`src/rtl/uart_tx_sched.sv`:
```
// Four-requester round-robin byte scheduler feeding a single UART byte transmitter.
// Multi-byte frames hold the grant until the last byte; a stuck transmitter is abandoned after TIMEOUT_CYCLES.
module uart_tx_sched #(
    parameter int TIMEOUT_CYCLES = 1023
) (
    input  logic        clk,
    input  logic        rst,
    input  logic [3:0]  req_valid,
    input  logic [31:0] req_data,
    input  logic [3:0]  req_last,
    output logic [3:0]  req_ready,
    output logic [7:0]  tx_data,
    output logic        tx_trig,
    input  logic        tx_done,
    output logic [1:0]  grant_id,
    output logic        busy,
    output logic        timeout_err
);

    typedef enum logic [1:0] {
        ST_ARB  = 2'd0,
        ST_TRIG = 2'd1,
        ST_WAIT = 2'd2
    } state_t;

    localparam logic [15:0] TIMEOUT_VAL = 16'(TIMEOUT_CYCLES);

    state_t      r_state;
    state_t      w_state_next;
    logic [7:0]  r_tx_data;
    logic        r_last_flag;
    logic [1:0]  r_grant_id;
    logic        r_lock;
    logic [15:0] r_cnt;
    logic        r_done_prev;

    logic [7:0]  w_lane [4];
    logic [3:0]  w_eligible;
    logic        w_found;
    logic [1:0]  w_winner;
    logic        w_edge;
    logic        w_timeout_hit;

    genvar gi;
    generate
        for (gi = 0; gi < 4; gi++) begin : g_lane
            assign w_lane[gi] = req_data[8*gi +: 8];
        end
    endgenerate

    // While a frame is open only its owner (the last grant) may continue.
    assign w_eligible    = r_lock ? (req_valid & (4'b0001 << r_grant_id)) : req_valid;
    assign w_edge        = tx_done & ~r_done_prev;
    assign w_timeout_hit = (r_cnt == TIMEOUT_VAL);

    always_comb begin
        logic [1:0] idx;
        idx      = 2'd0;
        w_found  = 1'b0;
        w_winner = r_grant_id;
        for (int k = 1; k <= 4; k++) begin
            idx = r_grant_id + 2'(k);
            if (!w_found && w_eligible[idx]) begin
                w_found  = 1'b1;
                w_winner = idx;
            end
        end
    end

    always_comb begin
        w_state_next = r_state;
        req_ready    = 4'b0000;
        timeout_err  = 1'b0;
        case (r_state)
            ST_ARB: begin
                if (w_found) begin
                    req_ready    = 4'b0001 << w_winner;
                    w_state_next = ST_TRIG;
                end
            end
            ST_TRIG: w_state_next = ST_WAIT;
            ST_WAIT: begin
                // A completion edge in the timeout cycle still counts as success.
                if (w_edge) begin
                    w_state_next = ST_ARB;
                end else if (w_timeout_hit) begin
                    timeout_err  = 1'b1;
                    w_state_next = ST_ARB;
                end
            end
            default: w_state_next = ST_ARB;
        endcase
        if (rst) begin
            req_ready   = 4'b0000;
            timeout_err = 1'b0;
        end
    end

    always_ff @(posedge clk) begin
        if (rst) begin
            r_state     <= ST_ARB;
            r_tx_data   <= 8'h00;
            r_last_flag <= 1'b0;
            r_grant_id  <= 2'd3;
            r_lock      <= 1'b0;
            r_cnt       <= 16'd0;
            r_done_prev <= 1'b0;
        end else begin
            r_state     <= w_state_next;
            r_done_prev <= tx_done;
            case (r_state)
                ST_ARB: begin
                    if (w_found) begin
                        r_tx_data   <= w_lane[w_winner];
                        r_last_flag <= req_last[w_winner];
                        r_grant_id  <= w_winner;
                    end
                end
                ST_TRIG: r_cnt <= 16'd0;
                ST_WAIT: begin
                    if (w_edge) begin
                        r_lock <= ~r_last_flag;
                    end else if (w_timeout_hit) begin
                        r_lock <= 1'b0;
                    end else begin
                        r_cnt <= r_cnt + 16'd1;
                    end
                end
                default: ;
            endcase
        end
    end

    assign tx_data  = r_tx_data;
    assign grant_id = r_grant_id;
    assign tx_trig  = (r_state == ST_TRIG) && !rst;
    assign busy     = (r_state == ST_TRIG) || (r_state == ST_WAIT);

endmodule

```
`config.mk`:
```
export PLATFORM = sky130hd
export DESIGN_NAME = uart_tx_sched
export DESIGN_NICKNAME = d
export VERILOG_FILES = /design/src/rtl/uart_tx_sched.sv
export SDC_FILE = /design/constraint.sdc
export NUM_CORES = 1
export LEC_CHECK = 0
export CAP_MARGIN = 20
export CORE_ASPECT_RATIO = 1.1
export CORE_UTILIZATION = 45
export CTS_CLUSTER_DIAMETER = 200
export CTS_CLUSTER_SIZE = 8
export DETAILED_ROUTE_END_ITERATION = 10
export PLACE_DENSITY = 0.75
export SYNTH_ARGS = -nofsm -noshare
export SYNTH_HDL_FRONTEND = slang
export SYNTH_SLANG_ARGS = --single-unit
export TNS_END_PERCENT = 50
```
`constraint.sdc`:
```
create_clock -name clk -period 3.45 [get_ports clk]
set_input_delay 0.345 -clock clk [delete_from_list [all_inputs] [get_ports clk]]
set_output_delay 0.345 -clock clk [all_outputs]
set_load 0.01 [all_outputs]
```
==> metrics.log <==
INFO  metric result_of_the_run = finished clean
INFO  metric grt_pass1_wl = 9.942 mm
INFO  metric hold_violations = 0
INFO  metric synth.yosys.warnings = 0
INFO  metric detail_route.drc_violations = 0
INFO  metric layout-area-overhead-vs-synth = 33.63%
INFO  metric most_common_cell_in_the_synthesized_netlist = sky130_fd_sc_hd__nand2_1
INFO  metric globalplace.congestion = 0.8055
INFO  metric synth.avg_cell_area = 7.831 um2
INFO  metric cts_htree_levels = 2
INFO  metric post-route-min-period = 3.248 ns
INFO  metric synth.cell_area = 2240 um2
INFO  metric tritoncts = built
INFO  metric grt_antenna_before_repair = 0
INFO  metric fin_tns_setup = 0 ns
INFO  metric hold_removal_path_class = reg -> reg
INFO  metric worst-endpoint-required = 3.11 ns
INFO  metric end_kind = output port
INFO  metric synth.top_cell.area_share = 27.71%
INFO  metric route.detailed.vias_per_inst = 5.585
INFO  metric drt_pass1_iterations = 4
INFO  metric r2r_slack = 0.84 ns
INFO  metric num-fill-cells = 406
INFO  metric drt-wirelength-per-cell = 14.28 um
INFO  metric worst_supply_voltage_drop_on_vdd = 0.0003656 V
INFO  metric clock_insertion_delay_worst_skew = 0.29 ns
INFO  metric num_antenna_cells = 0
INFO  metric number_of_violations_reported_at_the_end_of_detailed_routing_iteration_0 = 146
INFO  metric fmax = 307.9 MHz
INFO  metric numClockSinks = 31
INFO  metric pin_count = 60
INFO  metric finalNetCount = 397
INFO  metric max-cap-violations = 0
INFO  metric totalPowerFinal = 1.979 mW
INFO  metric finalCritPeriodShare = 94.13%
INFO  metric routed_wirelength = 5.742 mm
INFO  metric layout-drive-gt1-share = 9.538%
INFO  metric cp_top_family = buffers and inverters
INFO  metric instances_no_fill = 402
INFO  metric die_w = 69.27 um
INFO  metric power.density = 661.3 nW/um2
INFO  metric design.die.area = 5263 um2
INFO  metric critical_path.most_common_cell = sky130_fd_sc_hd__inv_1
INFO  metric maximum_number_of_pins_on_one_net_before_global_route_repair = 21
INFO  metric dpl.hpwl = 4.332 mm
INFO  metric start_util = 47.48%
INFO  metric crit_path_start_kind = flop
INFO  metric synth_seq_area_share = 27.71%
INFO  metric numPlacedInstances = 394
INFO  metric synth_async_reset_ratio = 0%
INFO  metric criticalPathCategory = reg -> out
INFO  metric die-height = 75.99 um
INFO  metric timing.critical_path.arrival = 2.90 ns
INFO  metric cts_made_buffers = 5
INFO  metric synth_top_cells_by_count = 54 x sky130_fd_sc_hd__nand2_1, 31 x sky130_fd_sc_hd__dfxtp_1, 23 x sky130_fd_sc_hd__nor2_1
INFO  metric cts.path.max_buffers = 2
INFO  metric placeableCoreArea = 4717 um2
INFO  metric grt_pass1_vias = 2203
INFO  metric crit_slowest_cell = sky130_fd_sc_hd__clkdlybuf4s50_1
INFO  metric relSlewSlack = 45.40%
INFO  metric leakage_power_total = 1.147 nW
INFO  metric num_rows = 26
INFO  metric critical_path.cell_chain = inv_1 -> ha_1 -> mux4_2 -> o21a_1 -> o22ai_2 -> xnor2_2 -> inv_1 -> nor2_1 -> clkdlybuf4s50_1
INFO  metric max_incr_delay_on_cp = 0.55 ns
INFO  metric largest_cells_by_area_after_synthesis = sky130_fd_sc_hd__dfxtp_1 28%, sky130_fd_sc_hd__nand2_1 9.1%, sky130_fd_sc_hd__mux2i_1 5.8%
INFO  metric rsz0062_at_grt = false
INFO  metric port_buffers = 59
INFO  metric worst-slew-pin-transition = 0.8161 ns
INFO  metric ctsHoldBuffers = 0
INFO  metric number_of_synthesized_flops_with_an_enable_pin = 0
INFO  metric num_vias = 2245
INFO  metric buffer_type_at_the_clock_tree_root = sky130_fd_sc_hd__clkbuf_8
INFO  metric finClkSkew = 0.003794 ns
INFO  metric cp_max_fo = 10
INFO  metric number_of_flip_flops_and_latches_in_the_synthesized_netlist = 31
INFO  metric synthDominantAreaCellType = sky130_fd_sc_hd__dfxtp_1
INFO  metric setup_viol = 0
INFO  metric path_clk_slew = 0.07 ns
INFO  metric route.antenna.remaining_nets = 0
INFO  metric synth_nets = 338
INFO  metric overflow = 0
INFO  metric slew_viol_final = 0
INFO  metric synth.lib_cells_used.distinct = 53
INFO  metric grt_util_all_layers = 23.05%
INFO  metric synthCells = 286
INFO  metric yosys_most_used_dff = sky130_fd_sc_hd__dfxtp_1
INFO  metric crit_buf_inv = 3
==> cell type report <==
type                       instances  area [um2]  area share (%)
clock buffer                       6       82.58           2.759
clock inverter                     2       35.03           1.171
inverter                          10       37.54           1.254
multi-input combinational        231        1501           50.17
sequential                        31       623.1           20.82
tap                               56       70.07           2.341
timing repair buffer              66       643.1           21.49
==> worst register-to-register path, cell delays in order, from the launching register on <==
cell and delay (ns):
sky130_fd_sc_hd__dfxtp_2 0.42, sky130_fd_sc_hd__inv_1 0.11, sky130_fd_sc_hd__ha_1 0.25, sky130_fd_sc_hd__mux4_2 0.48
sky130_fd_sc_hd__o21a_1 0.19, sky130_fd_sc_hd__o22ai_2 0.21, sky130_fd_sc_hd__xnor2_2 0.19, sky130_fd_sc_hd__buf_4 0.28
sky130_fd_sc_hd__mux2i_1 0.26, sky130_fd_sc_hd__o211ai_1 0.10
==> per-stage QoR <==
step | util [%] | setup WS (ns) | area [um2] | hold slack, ns
3_3_place_gp | 60.90 | 0.4658 | 2873 | 0.4526
6_report | 63.45 | 0.2025 | 2993 | 0.4783
3_5_place_dp | 60.90 | 0.3708 | 2873 | 0.4623
5_1_grt | 63.45 | 0.04179 | 2993 | 0.5119
4_1_cts | 63.40 | 0.03710 | 2990 | 0.4796
2_1_floorplan | - | 0.2051 | 2240 | 0.4439
==> cells in the final DEF (no fill, tap or decap), types with 2 or more instances in the layout <==
cell	netlist	final
sky130_fd_sc_hd__nand2b_1	5	5
sky130_fd_sc_hd__or3_1	5	5
sky130_fd_sc_hd__clkbuf_8	0	6
sky130_fd_sc_hd__xnor2_1	3	3
sky130_fd_sc_hd__o21a_1	3	3
sky130_fd_sc_hd__nand3_1	5	5
sky130_fd_sc_hd__nor3b_1	2	2
sky130_fd_sc_hd__o21ai_0	16	16
sky130_fd_sc_hd__nand2_1	54	54
sky130_fd_sc_hd__mux2_2	2	2
sky130_fd_sc_hd__mux2i_1	13	13
sky130_fd_sc_hd__clkdlybuf4s50_1	0	59
sky130_fd_sc_hd__a22oi_1	2	2
sky130_fd_sc_hd__nand4_1	5	5
sky130_fd_sc_hd__buf_4	3	7
sky130_fd_sc_hd__o21bai_1	2	2
sky130_fd_sc_hd__nor2b_1	4	4
sky130_fd_sc_hd__mux2_1	2	2
sky130_fd_sc_hd__a21oi_1	22	22
sky130_fd_sc_hd__inv_1	10	10
sky130_fd_sc_hd__o211ai_1	12	12
sky130_fd_sc_hd__nor3_1	2	2
sky130_fd_sc_hd__a21boi_0	8	8
sky130_fd_sc_hd__dfxtp_2	0	2
sky130_fd_sc_hd__mux4_2	4	4
sky130_fd_sc_hd__dfxtp_1	31	29
sky130_fd_sc_hd__and2_1	5	5
sky130_fd_sc_hd__ha_1	9	9
sky130_fd_sc_hd__nor2_1	23	23
==> per-layer routing <==
layer,share of wire [%],global-route usage [%]
met5,0,0
met1,45,29.72
met3,5.8,5.159
met4,1.1,6.939
met2,48,38.25
==> worst paths after layout <==
| kind | cells past startpoint | endpoint | startpoint |
|---|---|---|---|
| hold reg to reg | 2 | r_last_flag | r_last_flag |
| hold / removal | 2 | r_last_flag | r_last_flag |
| setup / recovery | 9 | req_ready[0] | grant_id[0] |
| setup reg to reg | 9 | r_last_flag | grant_id[0] |
==> report_power, final <==
part | switching (mW) | internal (mW)
logic | 0.557 | 0.552
clock network | 0.150 | 0.234
registers | 0.0559 | 0.430
==> sequential cells by signal, indices dropped and copies added, names as in the netlist <==
signal and cells:
grant_id 2, r_state 2, r_last_flag 1, r_lock 1, r_done_prev 1, r_cnt 16
tx_data 8
==> logic make-up (layout without fill, tap and decap cells) <==
family | after synthesis | in the layout | share of synthesized area, %
compound gates | 75 | 75 | 21.68
xor+xnor | 5 | 5 | 2.291
fa+ha+maj | 9 | 9 | 5.028
buf+inv | 24 | 84 | 5.251
flops | 31 | 31 | 27.71
mux | 21 | 21 | 11.84
simple gates | 121 | 121 | 26.20
==> timing repair <==
| item | CTS | global route |
|---|---|---|
| endpoints found under the setup margin | 0 | 3 |
| gates resized for setup | 0 | 2 |
| setup buffers | 0 | 0 |
Power figures use the tool's default switching activity.
